`src/rtl/lsu_mem_ctrl_if.sv`:
```
// Load/store unit bus bundle: pipeline request/response plus the
// word-wide data memory port driven by lsu_mem_ctrl.
interface lsu_mem_ctrl_if;
    logic        i_req;
    logic        i_we;
    logic [2:0]  i_funct3;
    logic [31:0] i_addr;
    logic [31:0] i_wdata;
    logic        o_ready;
    logic        o_done;
    logic        o_err;
    logic [31:0] o_rdata;
    logic [31:0] o_mem_addr;
    logic        o_mem_wren;
    logic [31:0] o_mem_wdata;
    logic [31:0] i_mem_rdata;

    modport master (
        output i_req, i_we, i_funct3, i_addr, i_wdata, i_mem_rdata,
        input  o_ready, o_done, o_err, o_rdata,
        input  o_mem_addr, o_mem_wren, o_mem_wdata
    );

    modport slave (
        input  i_req, i_we, i_funct3, i_addr, i_wdata, i_mem_rdata,
        output o_ready, o_done, o_err, o_rdata,
        output o_mem_addr, o_mem_wren, o_mem_wdata
    );
endinterface

```
`src/rtl/lsu_mem_ctrl.sv`:
```
// LSU memory controller: sized loads, word stores and read-modify-write
// sub-word stores against a word-addressed memory with combinational read.
module lsu_mem_ctrl #(
    parameter int unsigned DEPTH_WORDS = 1024
) (
    input  logic          i_clk,
    input  logic          i_rst_n,
    lsu_mem_ctrl_if.slave bus
);
    typedef enum logic [1:0] {
        IDLE,
        RD,
        WR,
        DONE
    } state_t;

    localparam logic [31:0] DEPTH_L = 32'(DEPTH_WORDS);

    state_t      state_q;
    logic        we_q;
    logic [2:0]  f3_q;
    logic [1:0]  off_q;
    logic [31:0] wdata_q;
    logic        done_q;
    logic        err_q;
    logic [31:0] rdata_q;
    logic        wren_q;
    logic [31:0] maddr_q;
    logic [31:0] mwdata_q;

    logic        accept;
    logic [31:0] widx;
    logic        illegal;
    logic        misal;
    logic        oor;
    logic        err_d;
    logic        word_st;
    logic [4:0]  sh;
    logic [31:0] lane;
    logic [31:0] ld_d;
    logic [31:0] mask;
    logic [31:0] merge_d;

    assign accept  = bus.i_req && (state_q == IDLE);
    assign widx    = {2'b00, bus.i_addr[31:2]};
    assign oor     = widx >= DEPTH_L;
    assign err_d   = illegal | misal | oor;
    assign word_st = bus.i_we && (bus.i_funct3 == 3'b010);

    always_comb begin
        illegal = 1'b0;
        misal   = 1'b0;
        unique case (bus.i_funct3)
            3'b000: illegal = 1'b0;
            3'b001: misal   = bus.i_addr[0];
            3'b010: misal   = |bus.i_addr[1:0];
            3'b100: illegal = bus.i_we;
            3'b101: begin
                illegal = bus.i_we;
                misal   = bus.i_addr[0];
            end
            default: illegal = 1'b1;
        endcase
    end

    // Lane select: shift the addressed byte/half down to bit 0
    assign sh   = {off_q, 3'b000};
    assign lane = bus.i_mem_rdata >> sh;

    always_comb begin
        ld_d = lane;
        unique case (f3_q)
            3'b000:  ld_d = {{24{lane[7]}}, lane[7:0]};
            3'b001:  ld_d = {{16{lane[15]}}, lane[15:0]};
            3'b100:  ld_d = {24'h0, lane[7:0]};
            3'b101:  ld_d = {16'h0, lane[15:0]};
            default: ld_d = lane;
        endcase
    end

    assign mask    = (f3_q[0] ? 32'h0000_FFFF : 32'h0000_00FF) << sh;
    assign merge_d = (bus.i_mem_rdata & ~mask) | ((wdata_q << sh) & mask);

    always_ff @(posedge i_clk) begin
        if (!i_rst_n) begin
            state_q  <= IDLE;
            we_q     <= 1'b0;
            f3_q     <= 3'b000;
            off_q    <= 2'b00;
            wdata_q  <= 32'h0;
            done_q   <= 1'b0;
            err_q    <= 1'b0;
            rdata_q  <= 32'h0;
            wren_q   <= 1'b0;
            maddr_q  <= 32'h0;
            mwdata_q <= 32'h0;
        end else begin
            done_q   <= 1'b0;
            wren_q   <= 1'b0;
            mwdata_q <= 32'h0;
            unique case (state_q)
                IDLE: begin
                    if (accept) begin
                        we_q    <= bus.i_we;
                        f3_q    <= bus.i_funct3;
                        off_q   <= bus.i_addr[1:0];
                        wdata_q <= bus.i_wdata;
                        err_q   <= err_d;
                        rdata_q <= 32'h0;
                        if (err_d) begin
                            state_q <= DONE;
                            done_q  <= 1'b1;
                        end else if (word_st) begin
                            state_q  <= WR;
                            wren_q   <= 1'b1;
                            maddr_q  <= widx;
                            mwdata_q <= bus.i_wdata;
                        end else begin
                            state_q <= RD;
                            maddr_q <= widx;
                        end
                    end
                end
                RD: begin
                    if (we_q) begin
                        state_q  <= WR;
                        wren_q   <= 1'b1;
                        mwdata_q <= merge_d;
                    end else begin
                        state_q <= DONE;
                        done_q  <= 1'b1;
                        rdata_q <= ld_d;
                        maddr_q <= 32'h0;
                    end
                end
                WR: begin
                    state_q <= DONE;
                    done_q  <= 1'b1;
                    maddr_q <= 32'h0;
                end
                DONE: begin
                    state_q <= IDLE;
                end
            endcase
        end
    end

    // Gate with reset so a reset landing in WR suppresses the write edge
    assign bus.o_mem_wren  = wren_q & i_rst_n;
    assign bus.o_ready     = (state_q == IDLE);
    assign bus.o_done      = done_q;
    assign bus.o_err       = err_q;
    assign bus.o_rdata     = rdata_q;
    assign bus.o_mem_addr  = maddr_q;
    assign bus.o_mem_wdata = mwdata_q;
endmodule

```
`src/flat_wrapper.sv`:
```
// flat-port wrapper written by rule: the top's interface ports become plain ports
module lsu_mem_ctrl_flat 
#(
    parameter int unsigned DEPTH_WORDS = 1024
)
  (i_clk, i_rst_n, bus_i_req, bus_i_we, bus_i_funct3, bus_i_addr, bus_i_wdata, bus_i_mem_rdata, bus_o_ready, bus_o_done, bus_o_err, bus_o_rdata, bus_o_mem_addr, bus_o_mem_wren, bus_o_mem_wdata);
  lsu_mem_ctrl_if bus_i ();
  input  logic i_clk;
  input  logic i_rst_n;
  input wire logic [$bits(bus_i.i_req)-1:0] bus_i_req;
  input wire logic [$bits(bus_i.i_we)-1:0] bus_i_we;
  input wire logic [$bits(bus_i.i_funct3)-1:0] bus_i_funct3;
  input wire logic [$bits(bus_i.i_addr)-1:0] bus_i_addr;
  input wire logic [$bits(bus_i.i_wdata)-1:0] bus_i_wdata;
  input wire logic [$bits(bus_i.i_mem_rdata)-1:0] bus_i_mem_rdata;
  output wire logic [$bits(bus_i.o_ready)-1:0] bus_o_ready;
  output wire logic [$bits(bus_i.o_done)-1:0] bus_o_done;
  output wire logic [$bits(bus_i.o_err)-1:0] bus_o_err;
  output wire logic [$bits(bus_i.o_rdata)-1:0] bus_o_rdata;
  output wire logic [$bits(bus_i.o_mem_addr)-1:0] bus_o_mem_addr;
  output wire logic [$bits(bus_i.o_mem_wren)-1:0] bus_o_mem_wren;
  output wire logic [$bits(bus_i.o_mem_wdata)-1:0] bus_o_mem_wdata;
  assign bus_i.i_req = bus_i_req;
  assign bus_i.i_we = bus_i_we;
  assign bus_i.i_funct3 = bus_i_funct3;
  assign bus_i.i_addr = bus_i_addr;
  assign bus_i.i_wdata = bus_i_wdata;
  assign bus_i.i_mem_rdata = bus_i_mem_rdata;
  assign bus_o_ready = bus_i.o_ready;
  assign bus_o_done = bus_i.o_done;
  assign bus_o_err = bus_i.o_err;
  assign bus_o_rdata = bus_i.o_rdata;
  assign bus_o_mem_addr = bus_i.o_mem_addr;
  assign bus_o_mem_wren = bus_i.o_mem_wren;
  assign bus_o_mem_wdata = bus_i.o_mem_wdata;
  lsu_mem_ctrl #(.DEPTH_WORDS(DEPTH_WORDS)) u_core (.i_clk(i_clk), .i_rst_n(i_rst_n), .bus(bus_i));
endmodule
```
`config.mk`:
```
export PLATFORM = sky130hd
export DESIGN_NAME = lsu_mem_ctrl_flat
export DESIGN_NICKNAME = d
export VERILOG_FILES = /design/src/rtl/lsu_mem_ctrl_if.sv /design/src/rtl/lsu_mem_ctrl.sv /design/src/flat_wrapper.sv
export SDC_FILE = /design/constraint.sdc
export NUM_CORES = 1
export LEC_CHECK = 0
export ABC_AREA = 1
export BUFFER_PORTS_ARGS = -buffer_cell sky130_fd_sc_hd__buf_4
export CORE_MARGIN = 2
export CORE_UTILIZATION = 42
export CTS_CLUSTER_DIAMETER = 80
export DETAILED_ROUTE_END_ITERATION = 12
export GPL_ROUTABILITY_DRIVEN = 1
export HOLD_SLACK_MARGIN = 0.06
export PLACE_DENSITY = 0.68
export SETUP_SLACK_MARGIN = 0.5
export SLEW_MARGIN = 20
export SYNTH_ARGS = -nofsm -noshare
export SYNTH_HDL_FRONTEND = slang
export SYNTH_SLANG_ARGS = --single-unit
```
`constraint.sdc`:
```
create_clock -name i_clk -period 2.4 [get_ports i_clk]
set_clock_uncertainty 0.2 [all_clocks]
set_input_delay 0.24 -clock i_clk [delete_from_list [all_inputs] [get_ports i_clk]]
set_output_delay 0.24 -clock i_clk [all_outputs]
set_load 0.02 [all_outputs]
```
### Word level (Yosys, flattened, before mapping)

Cells that the tools add are included.

| word-level totals | value |
|---|---|
| register bits | 139 |
| bits of input ports | 103 |
| output and inout bits | 100 |

| operators by class | value |
|---|---|
| order comparisons | 1 |
| eq/ne operators | 13 |
| shift operators | 3 |
| multiplexer cells | 30 |
| bitwise logic cells | 7 |
| reductions and logical operators | 14 |

Operators with widths:

| cell | count |
|---|---|
| $mux 32 | 9 |
| $pmux 32 s2 | 2 |
| $pmux 32 s4 | 1 |
| $pmux 32 s3 | 1 |
| $and 32x32->32 | 2 |
| $shl 32x5->32 | 2 |
| $not 32->32 | 1 |
| $or 32x32->32 | 1 |
| $shr 32x5->32 | 1 |
| $ge 30x11->1 const B | 1 |
| $mux 16 | 1 |
| $eq 3x3->1 const B | 4 |
| $mux 1 | 8 |
| $pmux 2 s4 | 1 |
| $eq 3x1->1 const B | 2 |
| $logic_not 3->1 | 2 |
| $mux 2 | 3 |
| $pmux 1 s2 | 3 |
| $reduce_or 2->1 | 3 |
| $eq 2x2->1 const B | 2 |
| $ne 2x2->1 const B | 2 |
| $reduce_and 4->1 | 1 |
| $eq 3x2->1 const B | 1 |
| $pmux 1 s3 | 1 |
| 11 further kinds | 13 |

### Logic depth before layout (Yosys ltp)

Gate-level depths: netlist (run 1).

| logic depth | value |
|---|---|
| depth in word-level cells | 8 |
| gate-level depth with buffers | 11 |
| depth with buffers taken out | 11 |

### Least setup slack after synthesis (run 1)

No wires, ideal clock.

| timing | value |
|---|---|
| kind | flip-flop to flip-flop |
| start | register u_core.state_q[0] |
| end | register u_core.maddr_q[0], in the netlist u_core.bus.o_mem_addr[0] |
| setup time | 115 ps |
| arrival | 1,809 ps |
| path slack | 276 ps |
| cell stages (with the launch flop) | 12 |
| clock period less this slack | 2,124 ps |
| path through | dfxtp_1 > inv_1 > ha_1 > clkbuf_2 > inv_2 > or2_1 > inv_2 > nor3_2 > clkbuf_1 > nand3_1 > nand2_1 > nor2_1 |

| on the way | value |
|---|---|
| word-level cells in the longest chain between the ends | 4 |
| elaborated cells on any way between the ends | 10 |

Ends and longest elaborated chain:

| item | RTL line | text |
|---|---|---|
| start, declared | lsu_mem_ctrl.sv:19 | `state_t state_q;` |
| start signal, assigned | lsu_mem_ctrl.sv:86 | `state_q <= IDLE;` |
| start signal, assigned | lsu_mem_ctrl.sv:111 | `state_q <= DONE;` |
| start signal, assigned | lsu_mem_ctrl.sv:114 | `state_q <= WR;` |
| $logic_not 2->1 (*) | n/a |  |
| named net bus_o_ready | flat_wrapper.sv:16 | `output wire logic [$bits(bus_i.o_ready)-1:0] bus_o_ready;` |
| $logic_and 1x1->1 | lsu_mem_ctrl.sv:44 | `assign accept = bus.i_req && (state_q == IDLE);` |
| $ne 2x1->1 (no line) | n/a |  |
| $reduce_and 4->1 (no line) | n/a |  |
| end signal, assigned | lsu_mem_ctrl.sv:116 | `maddr_q <= widx;` |
| end signal, assigned | lsu_mem_ctrl.sv:120 | `maddr_q <= widx;` |
| end, declared | lsu_mem_ctrl.sv:28 | `logic [31:0] maddr_q;` |

The timed path passes the listed nets; every way through them passes the cells marked *.
A chain may end at the register's enable or synchronous reset.

### Final worst setup path (run 1)

| timing | value |
|---|---|
| start | register u_core.state_q[0] |
| end | register u_core.maddr_q[22], in the netlist u_core.bus.o_mem_addr[22] |

| on the way | value |
|---|---|
| word-level cells in the longest chain between the ends | 4 |
| elaborated cells on any way between the ends | 10 |

Ends and longest elaborated chain:

| item | RTL line |
|---|---|
| $logic_not 2->1 | lsu_mem_ctrl.sv:44, lsu_mem_ctrl.sv:101 |
| $logic_and 1x1->1 | lsu_mem_ctrl.sv:44 |
| $ne 2x1->1 (no line) | n/a |
| $reduce_and 4->1 (no line) | n/a |

Several ways; a longest one is shown, not always the timed one.

==> results of run 1 <==
## worst max path at each step
stage	startpoint	to	slack, ns
final	u_core.state_q[0]	u_core.bus.o_mem_addr[22]	0.58
after global placement	u_core.state_q[0]	u_core.bus.o_rdata[13]	0.35
after global routing	u_core.state_q[1]	u_core.bus.o_rdata[2]	0.49
after CTS	u_core.state_q[1]	u_core.bus.o_mem_addr[14]	0.50
after detailed placement	u_core.state_q[0]	u_core.bus.o_rdata[11]	0.32
after floorplan	u_core.state_q[0]	u_core.bus.o_mem_addr[0]	0.52
## worst max-delay path: cells and delay by family (launching register included)
family	cells	cell delay, ns
DFF	1	0.36
and+or+nand+nor	3	0.36
buffers and inverters	5	0.47
adders and majority gates	1	0.15
AOI/OAI and AO/OA	1	0.16
## cell usage in the layout (no fill, tap or decap), drive strengths merged, types with 4 or more instances in the layout
cell / netlist / routed
o221ai: 7 / 7
nor2: 77 / 77
dlygate4sd3: 0 / 93
a21oi: 168 / 168
a22oi: 9 / 9
buf: 18 / 229
nand2: 287 / 287
inv: 85 / 86
clkinv: 2 / 5
o211ai: 17 / 17
ha: 4 / 4
nand3: 38 / 38
dfxtp: 129 / 129
clkbuf: 47 / 25
o21ai: 63 / 63
## stage by stage
| stage | setup slack, ns | area [sq um] | cells | power, W | util (%) |
|---|---|---|---|---|---|
| after CTS | 0.5036 | 9558 | 1427 | 0.008169 | 65.76 |
| after floorplan | 0.5156 | 6305 | 956 | 0.004522 | - |
| final | 0.5814 | 9622 | 1428 | 0.008254 | 66.20 |
| after global routing | 0.4862 | 9622 | 1428 | 0.008679 | 66.20 |
| after detailed placement | 0.3169 | 7953 | 1298 | 0.005486 | 54.72 |
| after global placement | 0.3504 | 7953 | 1298 | 0.005463 | 54.72 |
## synthesized netlist by cell type
master / instances
nor3_2: 1
a21oi_1: 167
dfxtp_1: 129
o21ai_1: 10
o211ai_1: 17
nand3_1: 37
o22ai_1: 1
inv_1: 75
a21oi_2: 1
or2_1: 1
a22oi_1: 8
buf_4: 3
nand2_4: 1
clkbuf_2: 1
o21ai_0: 53
buf_1: 3
nor2_1: 76
clkinv_1: 2
conb_1: 1
nand2_2: 1
nand2_1: 285
a22oi_2: 1
clkbuf_1: 46
o221ai_1: 7
nand3_2: 1
inv_2: 10
buf_2: 12
nor2_4: 1
ha_1: 4
## cell families (layout without fill, tap and decap cells)
family,after synthesis,count (layout)
and+or+nand+nor,404,404
AOI/OAI and AO/OA,265,265
buffers and inverters,152,440
DFF,129,129
adders and majority gates,4,4
other,1,2
## power by group through the flow
stage | Combinational [W] | Sequential [W] | Clock [W]
6_report | 0.00319 | 0.00264 | 0.00242
5_1_grt | 0.00347 | 0.00268 | 0.00253
4_1_cts | 0.00311 | 0.00262 | 0.00244
3_5_place_dp | 0.00283 | 0.00266 | 0
3_3_place_gp | 0.00281 | 0.00266 | 0
2_1_floorplan | 0.00163 | 0.00289 | 0
## per-layer routing
metal / routed length, um / global-route usage [%] / vias to the layer above
li1: - / - / 3651
met4: 517 / 9.502 / 0
met5: 0 / 0 / -
met2: 10780 / 46.30 / 318
met1: 9650 / 35.46 / 3328
met3: 1770 / 6.457 / 36
## sequential cells by signal (all words and copies together), names as in the netlist
register / cells
u_core.bus.o_done: 1
u_core.bus.o_err: 1
u_core.bus.o_mem_addr: 30
u_core.bus.o_mem_wdata: 32
u_core.bus.o_rdata: 32
u_core.f3_q: 3
u_core.off_q: 2
u_core.state_q: 2
u_core.wdata_q: 24
u_core.we_q: 1
u_core.wren_q: 1
## area by class of cell
cell class                      instances  share of cell area (%)
Sequential cell                       129                   26.97
Timing Repair Buffer                  323                   28.84
Tap cell                              184                   2.393
Clock inverter                          6                  0.5982
Inverter                               87                   3.524
Multi-Input combinational cell        675                   32.67
Clock buffer                           24                   5.007
## timing repair
item / 4_1_cts / 5_1_grt
cloned: 2 / 0
pin swaps: 2 / 5
hold buffers: 94 / 0
hold endpoints to repair: 106 / 0
resized for setup: 19 / 22
buffers inserted: 3 / 1
setup endpoints to repair: 70 / 56
==> reports/metrics.csv, run 1 <==
metric;value;unit
hold_sp;bus_i_req;
leading area contributor after synthesis;dfxtp_1;
maximum clock frequency;549.9;MHz
relative slew slack;60.67;%
Max Buffers Root-to-Sink;2;
crit-path max FO;10;
Comb power frac;38.7;%
Clk Latency, worst-skew pair;0.42;ns
Clock H-tree levels;4;
Top cell by count, worst path;inv_4;
hold_ws;0.07924;ns
Die ar.;15890;sq um
largest cells by area after synthesis;dfxtp_1 (41%), nand2_1 (17%), a21oi_1 (13%), nor2_1 (4.6%), inv_1 (4.5%);
die height;126.1;um
max incr delay on CP;0.36;ns
share of cells above drive strength 1;23.39;%
CTS sink cnt;129;
Switch Pwr;0.003053;W
core footprint;14530;sq um
die width;126.1;um
Final min period;1.819;ns
Tightest Pin Transition;0.5900;ns
pwr/cell area;857.8;nW/um^2
Synth Register Bits;129;
Min-Delay Endpoint;u_core.we_q;
Synth cell types;29;
post-route ant nets;0;
MaxCap Viol Count;0;
Area Overhead vs Synth;53.77;%
crit path kind;register to register;
via count;7333;
synthesized instance count;955;
CTS tree;yes;
R2R Path Start;u_core.state_q[0];
Worst Path Required;2.51;ns
Syn Area/Cell;6.552;sq um
first-pass GRT wire length;35570;um
Syn Std Cell Area;6257;sq um
CP endpoint kind;register;
routed len/inst;15.91;um
DR DRC count;0;
post-synthesis simple-gate area fraction;25.49;%
Cell Rows;44;
Total Routing Usage GR;27.79;%
Cell Int Power;0.005201;W
Startpoint Class;register;
number of I/O pins;203;
initial antenna violation count;0;
slowest stage cell, crit path;dfxtp_4;
Leak;4.537;nW
adder and majority cell fraction of the synthesized area;0.7998;%
sequential power share;32.0;%
status;finished, final reports clean;
worst r2r path cells;10;
number of detailed-route iterations in the first pass;5;
final period utilization;75.77;%
xor/xnor share of the synthesized area;0;%
grt ovf;0;
CP cell instances;inv_4 -> ha_4 -> inv_2 -> or2_4 -> inv_4 -> nor3_4 -> buf_12 -> buf_4 -> a21oi_1 -> nor2_1;
starting DRC count in detailed routing;528;
setup_tns;0;ns
Peak VDD IR;642.5;uV
Reg area;2595;sq um
Layout Nets;1340;
Slew Viols, Final;0;
Initial Util;43.05;%
Via-to-Cell Ratio;5.135;
FF-to-FF End;u_core.bus.o_mem_addr[22];
# setup viols final;0;
post-synthesis sequential area ratio;41.27;%
CP arrival;1.93;ns
GP Congestion;0.9046;
largest net degree at the start of global routing;57;
hpwl dp;15120;um
register clock-pin slew on the reported worst setup and hold paths;0.06;ns
Reg2Reg Setup Slack;0.58;ns
min-delay worst type;input port to register;
total wire length;22720;um
unrepaired setup endpoints after global routing;yes;
Sw Ratio;36.99;%
post-synth top area share;41.27;%
largest family of logic cells by synthesized area;simple AND/OR/NAND/NOR gates;
compound-cell area share of the yosys netlist;22.82;%
antenna cells;0;
cts bufs inserted;17;
Final Hold Violating Endpoints;0;
Synth warnings;0;
Multi-input gate area;3143;sq um
Port Buf Inserts;200;
clock share of power;29.3;%
clock root buffer;clkbuf_16;
post-synthesis mux area share;0;%
vias in the first global route;6924;
Hold Crit Depth;4;
Fillers;1324;
(Power assumes the default switching activity.)
==> inputs of run 2 (changes only) <==
clock period = 1.8 ns   (was 2.4 ns; I/O delays follow)
==> run 2 against run 1 <==
Against the previous run:
- the run now ends with setup timing left
- routed wire length rose by 24%
- highest routed layer unchanged
- worst hold slack got worse by 0.016 ns
- combinational power rose by 91%
- design area rose by 19%
- utilization rose by 12 points
- die area did not move
- sequential power rose by 38%
- global-route usage rose by 1.9 points
- critical path depth rose by 1
- first-iteration DRC count rose by 70%
==> reports/metrics.csv, run 2 (synthesis gave the netlist of run 1 again) <==
metric;value;unit;change
CTS sink cnt;129;;unchanged
Final min period;1.884;ns;+0.06554 ns
Design Area, Final;11400;sq um;+19%
Slew Viols, Final;0;;unchanged
MaxCap Viol Count;0;;unchanged
met3 GRT Util;8.794;%;+2.3 points
global-route met1 utilization;37.83;%;+2.4 points
number of detailed-route iterations in the first pass;7;;+2
FF-to-FF End;u_core.bus.o_mem_addr[11];;
DR DRC count;0;;unchanged
setup_tns;-1.774;ns;-1.774 ns
antenna cells;0;;unchanged
GRT Max-Usage Layer;met2;;
post-route ant nets;0;;unchanged
Leak;5.309;nW;+17%
relative slew slack;46.21;%;-14 points
Final Hold Violating Endpoints;0;;unchanged
Placed Area;8215;sq um;+3.3%
vias in the first global route;7362;;+6.3%
crit path kind;register to register;;
final period utilization;104.7;%;+29 points
Reg2Reg Setup Slack;-0.08;ns;-0.67 ns
via count;8249;;+12%
Cell Rows;44;;unchanged
routed len/inst;18.88;um;+19%
CP arrival;2.02;ns;+0.09 ns
# setup viols final;58;;+58
Peak VDD IR;947.6;uV;+47%
initial antenna violation count;0;;unchanged
total wire length;28100;um;+24%
Port Buf Inserts;200;;unchanged
most common cell after layout, fill and taps aside;nand2_1;;
largest net degree at the start of global routing;51;;-11%
Die ar.;15890;sq um;unchanged
Total Routing Usage GR;29.72;%;+1.9 points
maximum clock frequency;530.7;MHz;-3.5%
Min-Delay Endpoint;u_core.we_q;;
GP Congestion;0.9209;;+1.8%
core footprint;14530;sq um;unchanged
status;complete, but fails checks;;
cts bufs inserted;17;;unchanged
Area Overhead vs Synth;82.24;%;
grt met2 use;47.34;%;+1.0 points
failing checks;setup timing;;
number of I/O pins;203;;unchanged
Startpoint Class;register;;
hpwl dp;14950;um;-1.1%
pwr/cell area;1154;nW/um^2;+35%
Via-to-Cell Ratio;5.544;;+8.0%
min-delay worst type;input port to register;;
first-pass GRT wire length;37500;um;+5.4%
die height;126.1;um;unchanged
Hold Crit Depth;5;;+1
crit-path max FO;14;;+4
hold_sp;bus_i_req;;
CTS tree;yes;;
starting DRC count in detailed routing;896;;+70%
Fillers;911;;-31%
Clk Latency, worst-skew pair;0.44;ns;+0.02 ns
worst r2r path cells;11;;+1
register clock-pin slew on the reported worst setup and hold paths;0.06;ns;about the same
most frequent cells in the layout;nand2_1 (230), buf_4 (189), a21oi_1 (106);;
CP endpoint kind;register;;
die width;126.1;um;unchanged
grt ovf;0;;unchanged
Layout Nets;1398;;+4.3%
Initial Util;43.05;%;unchanged
Worst Path Required;1.93;ns;-0.58 ns
unrepaired setup endpoints after global routing;yes;;
final setup margin;-0.08414;ns;-0.6655 ns
Tightest Pin Transition;0.8068;ns;+0.2168 ns
clock root buffer;clkbuf_16;;
R2R Path Start;u_core.state_q[0];;
Clock H-tree levels;4;;unchanged
share of cells above drive strength 1;41.03;%;+18 points
Max Buffers Root-to-Sink;2;;unchanged
run 2: power by group:
part           switching [W]  internal (W)
logic                0.00333       0.00276
registers           0.000326       0.00331
clock network        0.00134       0.00209
total                0.00500       0.00816
run 2: repair_timing:
action                                  CTS  global route
endpoints found under the setup margin  151           197
pin swaps                                20            40
cloned                                    8            10
hold buffers                             92             4
gates resized for setup                 127           212
buffers inserted                         14            11
hold endpoints to repair                109             5
run 2: metal layers:
layer  share of wire [%]  vias up  routed length [um]
li1                    -     3782                   -
met1                  38     3786               10580
met2                  47      551               13200
met3                  11      130                3033
met4                 4.6        0                1283
met5                   0        -                   0
run 2: how the worst max path moves through the flow:
stage	depth (start not counted)	to	start
finish	11	u_core.bus.o_mem_addr[11]	u_core.state_q[0]
global route	11	u_core.bus.o_mem_addr[11]	u_core.state_q[0]
CTS	11	u_core.bus.o_mem_addr[6]	u_core.state_q[0]
detailed placement	8	u_core.bus.o_rdata[16]	u_core.off_q[0]
global placement	8	u_core.bus.o_rdata[16]	u_core.off_q[0]
floorplan	11	u_core.bus.o_mem_addr[0]	u_core.state_q[0]
run 2: final cells by class:
cell class | count | area, sq um | area share, %
repair buffers | 380 | 3849 | 33.75
multi-input cells | 676 | 3735 | 32.75
flip-flops and latches | 129 | 2668 | 23.39
clock buffers | 21 | 460.4 | 4.038
inverters | 87 | 349.1 | 3.061
well taps | 184 | 230.2 | 2.019
clock inverters | 11 | 112.6 | 0.9875
run 2: critical path, cell delays in order (launching register included):
cell,delay [ns]
dfxtp_2,0.36
inv_2,0.06
ha_4,0.16
inv_2,0.04
or2_4,0.14
inv_4,0.04
nor3_4,0.19
buf_6,0.18
buf_12,0.15
nand3_1,0.10
nand2_1,0.11
nor2_1,0.04
run 2: stage by stage:
| stage | util (%) | power (W) | setup WS, ns | cells | hold WS [ns] |
|---|---|---|---|---|---|
| 2_1_floorplan | - | 0.006151 | -0.07852 | 956 | 0.1287 |
| 3_3_place_gp | 56.53 | 0.007568 | -0.04346 | 1318 | 0.2501 |
| 3_5_place_dp | 56.53 | 0.007593 | -0.03794 | 1318 | 0.2545 |
| 4_1_cts | 71.80 | 0.01208 | 0.02061 | 1464 | -0.1549 |
| 5_1_grt | 78.46 | 0.01370 | -0.1705 | 1488 | 0.07389 |
| 6_report | 78.46 | 0.01316 | -0.08414 | 1488 | 0.06298 |
